==> config.mk <==
export PLATFORM = sky130hd
export DESIGN_NAME = oric_ram_arbiter_flat
export DESIGN_NICKNAME = d
export VERILOG_FILES = /design/src/rtl/oric_ram_pkg.sv /design/src/rtl/oric_ram_arbiter_if.sv /design/src/rtl/oric_ram_fifo.sv /design/src/rtl/oric_ram_arbiter.sv /design/src/flat_wrapper.sv
export SDC_FILE = /design/constraint.sdc
export NUM_CORES = 1
export LEC_CHECK = 0
export BUFFER_PORTS_ARGS = -buffer_cell sky130_fd_sc_hd__buf_4
export CORE_MARGIN = 1.5
export CORE_UTILIZATION = 50
export CTS_CLUSTER_DIAMETER = 50
export DETAILED_ROUTE_END_ITERATION = 10
export MAX_ROUTING_LAYER = met4
export PLACE_DENSITY = 0.74
export SYNTH_ARGS = -nofsm -noshare
export SYNTH_HDL_FRONTEND = slang
export SYNTH_SLANG_ARGS = --single-unit
export TNS_END_PERCENT = 5
==> constraint.sdc <==
create_clock -name clk_sys -period 4.8 [get_ports clk_sys]
set_input_delay 0.48 -clock clk_sys [delete_from_list [all_inputs] [get_ports clk_sys]]
set_output_delay 0.48 -clock clk_sys [all_outputs]
set_load 0.03 [all_outputs]
==> src/rtl/oric_ram_pkg.sv <==
// Shared types and defaults for the Oric main-RAM arbiter.
package oric_ram_pkg;

    typedef enum logic {
        IDLE  = 1'b0,
        CLEAR = 1'b1
    } state_t;

    // Loader entries are carried at the widest supported RAM address width.
    localparam int          RAM_AW_MAX    = 16;
    localparam logic [7:0]  FILL_DEF      = 8'hFF;
    localparam logic [15:0] LOAD_BASE_DEF = 16'h0000;

    typedef struct packed {
        logic [RAM_AW_MAX-1:0] addr;
        logic [7:0]            data;
    } ld_entry_t;

    function automatic logic [RAM_AW_MAX-1:0] ld_target(input logic [24:0] ld_addr,
                                                         input logic [15:0] base);
        return ld_addr[15:0] + base;
    endfunction

endpackage

==> src/rtl/oric_ram_arbiter_if.sv <==
// Bus bundle between the Oric core / HPS loader / RAM array and the arbiter.
interface oric_ram_arbiter_if #(
    parameter int ADDR_W = 16
);
    logic              clr_start;
    logic              clr_busy;
    logic              cpu_cs;
    logic              cpu_we;
    logic [ADDR_W-1:0] cpu_ad;
    logic [7:0]        cpu_d;
    logic [7:0]        cpu_q;
    logic              ld_active;
    logic              ld_wr;
    logic [24:0]       ld_addr;
    logic [7:0]        ld_dout;
    logic              ld_wait;
    logic              ld_err;
    logic [ADDR_W-1:0] ram_addr;
    logic [7:0]        ram_din;
    logic              ram_we;
    logic [7:0]        ram_q;

    modport slave (
        input  clr_start, cpu_cs, cpu_we, cpu_ad, cpu_d,
               ld_active, ld_wr, ld_addr, ld_dout, ram_q,
        output clr_busy, cpu_q, ld_wait, ld_err, ram_addr, ram_din, ram_we
    );

    modport master (
        output clr_start, cpu_cs, cpu_we, cpu_ad, cpu_d,
               ld_active, ld_wr, ld_addr, ld_dout, ram_q,
        input  clr_busy, cpu_q, ld_wait, ld_err, ram_addr, ram_din, ram_we
    );

endinterface

==> src/rtl/oric_ram_fifo.sv <==
// Small first-word-fall-through FIFO buffering loader bytes until the RAM port is free.
module oric_ram_fifo
    import oric_ram_pkg::*;
#(
    parameter  int DEPTH = 4,
    localparam int PW    = $clog2(DEPTH),
    localparam int CW    = PW + 1
) (
    input  logic          clk,
    input  logic          rst_n,
    input  logic          push,
    input  logic          pop,
    input  ld_entry_t     din,
    output ld_entry_t     dout,
    output logic          full,
    output logic          empty,
    output logic [CW-1:0] count
);

    ld_entry_t     mem_q [DEPTH];
    logic [PW-1:0] wr_ptr_q, wr_ptr_d;
    logic [PW-1:0] rd_ptr_q, rd_ptr_d;
    logic [CW-1:0] count_q, count_d;
    logic          do_push, do_pop;

    // A push into a full FIFO is taken only when the head leaves in the same cycle.
    always_comb begin
        do_pop   = pop & (count_q != '0);
        do_push  = push & ((count_q != CW'(DEPTH)) | do_pop);
        wr_ptr_d = wr_ptr_q + PW'(do_push);
        rd_ptr_d = rd_ptr_q + PW'(do_pop);
        count_d  = count_q + CW'(do_push) - CW'(do_pop);
    end

    always_ff @(posedge clk or negedge rst_n) begin
        if (!rst_n) begin
            wr_ptr_q <= '0;
            rd_ptr_q <= '0;
            count_q  <= '0;
        end else begin
            wr_ptr_q <= wr_ptr_d;
            rd_ptr_q <= rd_ptr_d;
            count_q  <= count_d;
        end
    end

    always_ff @(posedge clk) begin
        if (do_push) begin
            mem_q[wr_ptr_q] <= din;
        end
    end

    assign dout  = mem_q[rd_ptr_q];
    assign full  = (count_q == CW'(DEPTH));
    assign empty = (count_q == '0);
    assign count = count_q;

endmodule

==> src/rtl/oric_ram_arbiter.sv <==
// Shares the single-port main RAM between the clear sequencer, the unstallable
// CPU/ULA bus and the buffered HPS loader.
module oric_ram_arbiter
    import oric_ram_pkg::*;
#(
    parameter int          ADDR_W     = 16,
    parameter logic [7:0]  FILL       = FILL_DEF,
    parameter logic [15:0] LOAD_BASE  = LOAD_BASE_DEF,
    parameter int          FIFO_DEPTH = 4
) (
    input  logic               clk_sys,
    input  logic               reset_n,
    oric_ram_arbiter_if.slave  bus
);

    localparam int CW = $clog2(FIFO_DEPTH) + 1;

    state_t            state_q, state_d;
    logic [ADDR_W-1:0] cnt_q, cnt_d;
    logic              arm_q;
    logic              ld_err_q, ld_err_d;
    logic              ld_act_q;

    logic              fifo_push, fifo_pop, fifo_full, fifo_empty;
    logic [CW-1:0]     fifo_count;
    ld_entry_t         fifo_head, ld_entry;
    logic [15:0]       ld_sum;
    logic              ld_req, ld_in_range, ld_drop;

    always_comb begin
        state_d = state_q;
        cnt_d   = cnt_q;
        if (bus.clr_start) begin
            state_d = CLEAR;
            cnt_d   = '0;
        end else if (state_q == CLEAR && arm_q) begin
            cnt_d = cnt_q + ADDR_W'(1);
            if (cnt_q == '1) begin
                state_d = IDLE;
            end
        end
    end

    // RAM port mux: combinational from registered state so the CPU sees no extra latency.
    always_comb begin
        fifo_pop     = 1'b0;
        bus.ram_addr = bus.cpu_ad;
        bus.ram_din  = bus.cpu_d;
        bus.ram_we   = 1'b0;
        bus.cpu_q    = bus.ram_q;
        if (state_q == CLEAR) begin
            bus.ram_addr = cnt_q;
            bus.ram_din  = FILL;
            bus.ram_we   = arm_q;
            bus.cpu_q    = FILL;
        end else if (bus.cpu_cs) begin
            bus.ram_we   = bus.cpu_we & arm_q;
        end else if (!fifo_empty) begin
            fifo_pop     = 1'b1;
            bus.ram_addr = fifo_head.addr[ADDR_W-1:0];
            bus.ram_din  = fifo_head.data;
            bus.ram_we   = arm_q;
        end
    end

    always_comb begin
        ld_sum                       = ld_target(bus.ld_addr, LOAD_BASE);
        ld_entry                     = '0;
        ld_entry.addr[ADDR_W-1:0]    = ld_sum[ADDR_W-1:0];
        ld_entry.data                = bus.ld_dout;
        ld_req                       = bus.ld_wr & bus.ld_active;
        ld_in_range                  = ((bus.ld_addr >> ADDR_W) == 25'd0);
        fifo_push                    = ld_req & ld_in_range;
        ld_drop                      = ld_req & (~ld_in_range | (fifo_full & ~fifo_pop));
        // A new session starts with a clean error flag; a drop in that same cycle still counts.
        ld_err_d = ((bus.ld_active & ~ld_act_q) ? 1'b0 : ld_err_q) | ld_drop;
    end

    always_ff @(posedge clk_sys or negedge reset_n) begin
        if (!reset_n) begin
            state_q  <= CLEAR;
            cnt_q    <= '0;
            arm_q    <= 1'b0;
            ld_err_q <= 1'b0;
            ld_act_q <= 1'b0;
        end else begin
            state_q  <= state_d;
            cnt_q    <= cnt_d;
            arm_q    <= 1'b1;
            ld_err_q <= ld_err_d;
            ld_act_q <= bus.ld_active;
        end
    end

    oric_ram_fifo #(
        .DEPTH (FIFO_DEPTH)
    ) u_fifo (
        .clk   (clk_sys),
        .rst_n (reset_n),
        .push  (fifo_push),
        .pop   (fifo_pop),
        .din   (ld_entry),
        .dout  (fifo_head),
        .full  (fifo_full),
        .empty (fifo_empty),
        .count (fifo_count)
    );

    assign bus.clr_busy = (state_q == CLEAR);
    assign bus.ld_err   = ld_err_q;
    assign bus.ld_wait  = (fifo_count >= CW'(FIFO_DEPTH - 1));

endmodule

==> src/flat_wrapper.sv <==
// flat-port wrapper written by rule: the top's interface ports become plain ports
module oric_ram_arbiter_flat import oric_ram_pkg::*;
#(
    parameter int          ADDR_W     = 16,
    parameter logic [7:0]  FILL       = FILL_DEF,
    parameter logic [15:0] LOAD_BASE  = LOAD_BASE_DEF,
    parameter int          FIFO_DEPTH = 4
)
  (clk_sys, reset_n, bus_clr_start, bus_cpu_cs, bus_cpu_we, bus_cpu_ad, bus_cpu_d, bus_ld_active, bus_ld_wr, bus_ld_addr, bus_ld_dout, bus_ram_q, bus_clr_busy, bus_cpu_q, bus_ld_wait, bus_ld_err, bus_ram_addr, bus_ram_din, bus_ram_we);
  oric_ram_arbiter_if #(.ADDR_W(ADDR_W)) bus_i ();
  input  logic clk_sys;
  input  logic reset_n;
  input wire logic [$bits(bus_i.clr_start)-1:0] bus_clr_start;
  input wire logic [$bits(bus_i.cpu_cs)-1:0] bus_cpu_cs;
  input wire logic [$bits(bus_i.cpu_we)-1:0] bus_cpu_we;
  input wire logic [$bits(bus_i.cpu_ad)-1:0] bus_cpu_ad;
  input wire logic [$bits(bus_i.cpu_d)-1:0] bus_cpu_d;
  input wire logic [$bits(bus_i.ld_active)-1:0] bus_ld_active;
  input wire logic [$bits(bus_i.ld_wr)-1:0] bus_ld_wr;
  input wire logic [$bits(bus_i.ld_addr)-1:0] bus_ld_addr;
  input wire logic [$bits(bus_i.ld_dout)-1:0] bus_ld_dout;
  input wire logic [$bits(bus_i.ram_q)-1:0] bus_ram_q;
  output wire logic [$bits(bus_i.clr_busy)-1:0] bus_clr_busy;
  output wire logic [$bits(bus_i.cpu_q)-1:0] bus_cpu_q;
  output wire logic [$bits(bus_i.ld_wait)-1:0] bus_ld_wait;
  output wire logic [$bits(bus_i.ld_err)-1:0] bus_ld_err;
  output wire logic [$bits(bus_i.ram_addr)-1:0] bus_ram_addr;
  output wire logic [$bits(bus_i.ram_din)-1:0] bus_ram_din;
  output wire logic [$bits(bus_i.ram_we)-1:0] bus_ram_we;
  assign bus_i.clr_start = bus_clr_start;
  assign bus_i.cpu_cs = bus_cpu_cs;
  assign bus_i.cpu_we = bus_cpu_we;
  assign bus_i.cpu_ad = bus_cpu_ad;
  assign bus_i.cpu_d = bus_cpu_d;
  assign bus_i.ld_active = bus_ld_active;
  assign bus_i.ld_wr = bus_ld_wr;
  assign bus_i.ld_addr = bus_ld_addr;
  assign bus_i.ld_dout = bus_ld_dout;
  assign bus_i.ram_q = bus_ram_q;
  assign bus_clr_busy = bus_i.clr_busy;
  assign bus_cpu_q = bus_i.cpu_q;
  assign bus_ld_wait = bus_i.ld_wait;
  assign bus_ld_err = bus_i.ld_err;
  assign bus_ram_addr = bus_i.ram_addr;
  assign bus_ram_din = bus_i.ram_din;
  assign bus_ram_we = bus_i.ram_we;
  oric_ram_arbiter #(.ADDR_W(ADDR_W), .FILL(FILL), .LOAD_BASE(LOAD_BASE), .FIFO_DEPTH(FIFO_DEPTH)) u_core (.clk_sys(clk_sys), .reset_n(reset_n), .bus(bus_i));
endmodule
==> metrics <==
worst-path cell chain=or3_1 -> nand2b_1 -> a21oi_1 -> a21oi_1 -> buf_4; placed cells=about 600; CTS tree=yes; critical path fanouts, max=26; min-delay worst type=in -> reg; critical path capture point type=output port; fin crit share=66.2%; initial antenna violation count=0; DR WL/cell=approximately 18 um; CP Class=reg -> out; kind of cell adding the most delay to the critical path=simple AND/OR/NAND/NOR gates; final core area utilization=roughly two thirds; Unique masters post-synth=38; via count=~3400; worst vdd ir=about 0.00022 V; Die Span X=107 um; grt ovf=0; CP Buf/Inv Count=1; hold_buf cts=1; RSZ-0062 raised after global routing=no; Root Buffer Master=clkbuf_8; Setup TNS=0 ns; Switch Pwr=0.000563 W; final hold violations=0; setup bufs post-CTS=0; Clk pwr share=44.3%; total CTS buffers=17; post_cts resized=0; Final ANT Viol Nets=0; Final setup viols=0; 1st-pass router iterations=5; DIE AREA=about 11000 um2; worst skew pair latency=roughly 0.5 ns; Port Buf Inserts=roughly 110; final cell count without fillers=roughly 630; most used cell, CP=a21oi_1; actual slew at the worst max-slew pin=between 1 and 1.5 ns; number of synthesized register bits=roughly 120; Register Area=around 3600 um2; outcome=complete, no violations; Slew headroom=a little under a quarter; Internal Pwr Total=approximately 0.002 W; switch share=between 20% and 30%; Worst Path Arrival=about 2.7 ns; Pins Over Slew Limit=0; Post-Synthesis Cells=374; first-pass GRT wire length=between 15000 and 20000 um; Area Growth Syn to Fin=27.7%; core box area=between 10000 and 15000 um2; total of max-cap violations=0; vias in the first global route=3624; CTS Sinks=between 100 and 150; fin nets=between 500 and 600; Post-route DRC=0; share of cells above drive strength 1=36.2%; Achievable Freq=0.315 GHz; ant diodes=0; post-DR vias/cell=between 5 and 6; Avg Inst Size Synth=about 14 um2; global-route usage over all layers=22.0%; pwr dens=374 nW/um2; initial core utilization=about 52%; area occupied by multi-input gates=between 1500 and 2000 um2; largest net degree at the start of global routing=59; DRT iter0 DRCs=~160; Die Ht=107 um; FILL cells=777; Final min period=approximately 3.2 ns; Max stage delay on crit path=between 0.7 and 0.8 ns; CP max-delay cell=nand2b_1; CP required=4.32 ns; post-synth net total=approximately 450; HPWL after detailed placement=7230 um; Comb power frac=9.1%; routability cong.=0.778; synthesized cell area=between 5000 and 6000 um2; commonest non-fill, non-tap cell in the layout=buf_4; Ys Warns=0; leakage=roughly 2.6 nW; sequential fraction of the synthesis area=66.2%; DRT Wirelength=around 11000 um; sequential power share=46.6%; Worst Setup Start Kind=register; commonest cells after routing, fill and taps aside=buf_4 (112), edfxtp_1 (96), nand2_1 (43), a21oi_1 (36), dfrtp_1 (25); IO Pins=108; htree depth=4; clock-pin slew on the worst setup and hold paths=approximately 0.060 ns; Final Skew=between 0.015 and 0.02 ns; clk buf depth=2; Row Count=37
[sequential cells by signal (all words and copies together), names as in the netlist]
register / cells
u_core.arm_q: 1
u_core.bus.clr_busy: 1
u_core.bus.ld_err: 1
u_core.cnt_q: 16
u_core.ld_act_q: 1
u_core.u_fifo.count: 3
u_core.u_fifo.mem_q: 96
u_core.u_fifo.rd_ptr_q: 2
u_core.u_fifo.wr_ptr_q: 2
[metal layers]
layer	GRT usage [%]	wire length [um]	vias up
met5	-	0	-
met4	6.57	60	0
met2	35.3	5840	114
met3	5.41	686	6
li1	-	-	1613
met1	28.1	4680	1689
[cell usage after synthesis]
cell type | count | area [um2]
a22oi_1 | 2 | 15.0
nor4_2 | 1 | 12.5
o21ai_0 | 4 | 20.0
or4_1 | 2 | 15.0
nand3b_1 | 8 | 60.1
edfxtp_1 | 96 | 2880
o31ai_1 | 1 | 7.51
mux4_2 | 24 | 541
nor2_1 | 17 | 63.8
a21oi_1 | 36 | 180
a31o_2 | 1 | 8.76
fa_1 | 1 | 20.0
nor2b_1 | 18 | 113
nand2_1 | 43 | 161
clkbuf_1 | 13 | 48.8
xnor2_1 | 6 | 52.6
nand4_1 | 2 | 12.5
buf_1 | 2 | 7.51
buf_2 | 6 | 30.0
inv_1 | 8 | 30.0
o22a_1 | 1 | 8.76
nor3_1 | 4 | 20.0
nor4b_1 | 1 | 8.76
nand2b_1 | 2 | 12.5
or3_1 | 4 | 25.0
and3_1 | 3 | 18.8
dfrtp_1 | 26 | 651
nor4_1 | 5 | 31.3
and4_1 | 1 | 8.76
dfstp_2 | 1 | 26.3
xor2_1 | 6 | 52.6
ha_1 | 6 | 75.1
or2_2 | 8 | 50.1
conb_1 | 1 | 3.75
nand3_1 | 8 | 40.0
a21boi_0 | 1 | 7.51
nor3b_2 | 2 | 25.0
mux2_2 | 3 | 33.8
[final cells by class]
type	instances	share of cell area, %
Multi-Input combinational cell	222	25.1
Sequential cell	123	51.8
Timing Repair Buffer	113	12.4
Clock inverter	10	1.48
Tap cell	136	2.48
Inverter	8	0.437
Clock buffer	21	6.25
[cell families after synthesis]
family / Yosys count / synth area share, %
flip-flops: 123 / 66.2
adder cells (fa/ha/maj): 7 / 1.77
multiplexers: 27 / 10.7
XOR/XNOR: 12 / 1.95
buffers and inverters: 29 / 2.16
AO/OA/AOI/OAI: 46 / 4.60
AND/OR/NAND/NOR: 129 / 12.6
other: 1 / 0.0697
[power by group through the flow]
stage / logic (W) / clock network (W) / registers [W]
finish: 0.000234 / 0.00114 / 0.00120
CTS: 0.000236 / 0.00116 / 0.00120
global placement: 0.000232 / 0 / 0.00122
floorplan: 0.000157 / 0 / 0.00120
global route: 0.000256 / 0.00121 / 0.00120
detailed placement: 0.000235 / 0 / 0.00122
[worst reg2reg max path: cells and delay by family (launching register included)]
kind,cells,cell delay (ns)
adders and majority gates,3,0.93
buffers and inverters,3,0.14
DFF,1,0.43
and+or+nand+nor,3,1.29
[final timing paths]
kind                                        start                      to  slack (ns)  cells past startpoint
max in group asynchronous                 reset_n     u_core.bus.clr_busy        4.06                      2
max reg2reg                u_core.u_fifo.count[1]  u_core.u_fifo.count[1]        1.90                      9
min in group asynchronous                 reset_n       u_core.bus.ld_err        0.42                      2
min reg2reg                       u_core.ld_act_q       u_core.bus.ld_err        0.48                      2
max                        u_core.u_fifo.count[1]         bus_ram_addr[4]        1.62                      5
min                                 bus_ld_active         u_core.ld_act_q        0.09                      1
[stage by stage]
step                      hold slack (ns)  worst slack [ns]  power (W)  area (um2)
after global routing               0.0695              1.39    0.00267        6870
after CTS                          0.0716              1.57    0.00260        6870
after global placement              0.419              1.93    0.00145        6330
after detailed placement            0.423              1.87    0.00146        6330
after floorplan                     0.184              1.18    0.00135        5380
final                              0.0904              1.62    0.00257        6870
Note: power is estimated with default switching activity, not from simulation.
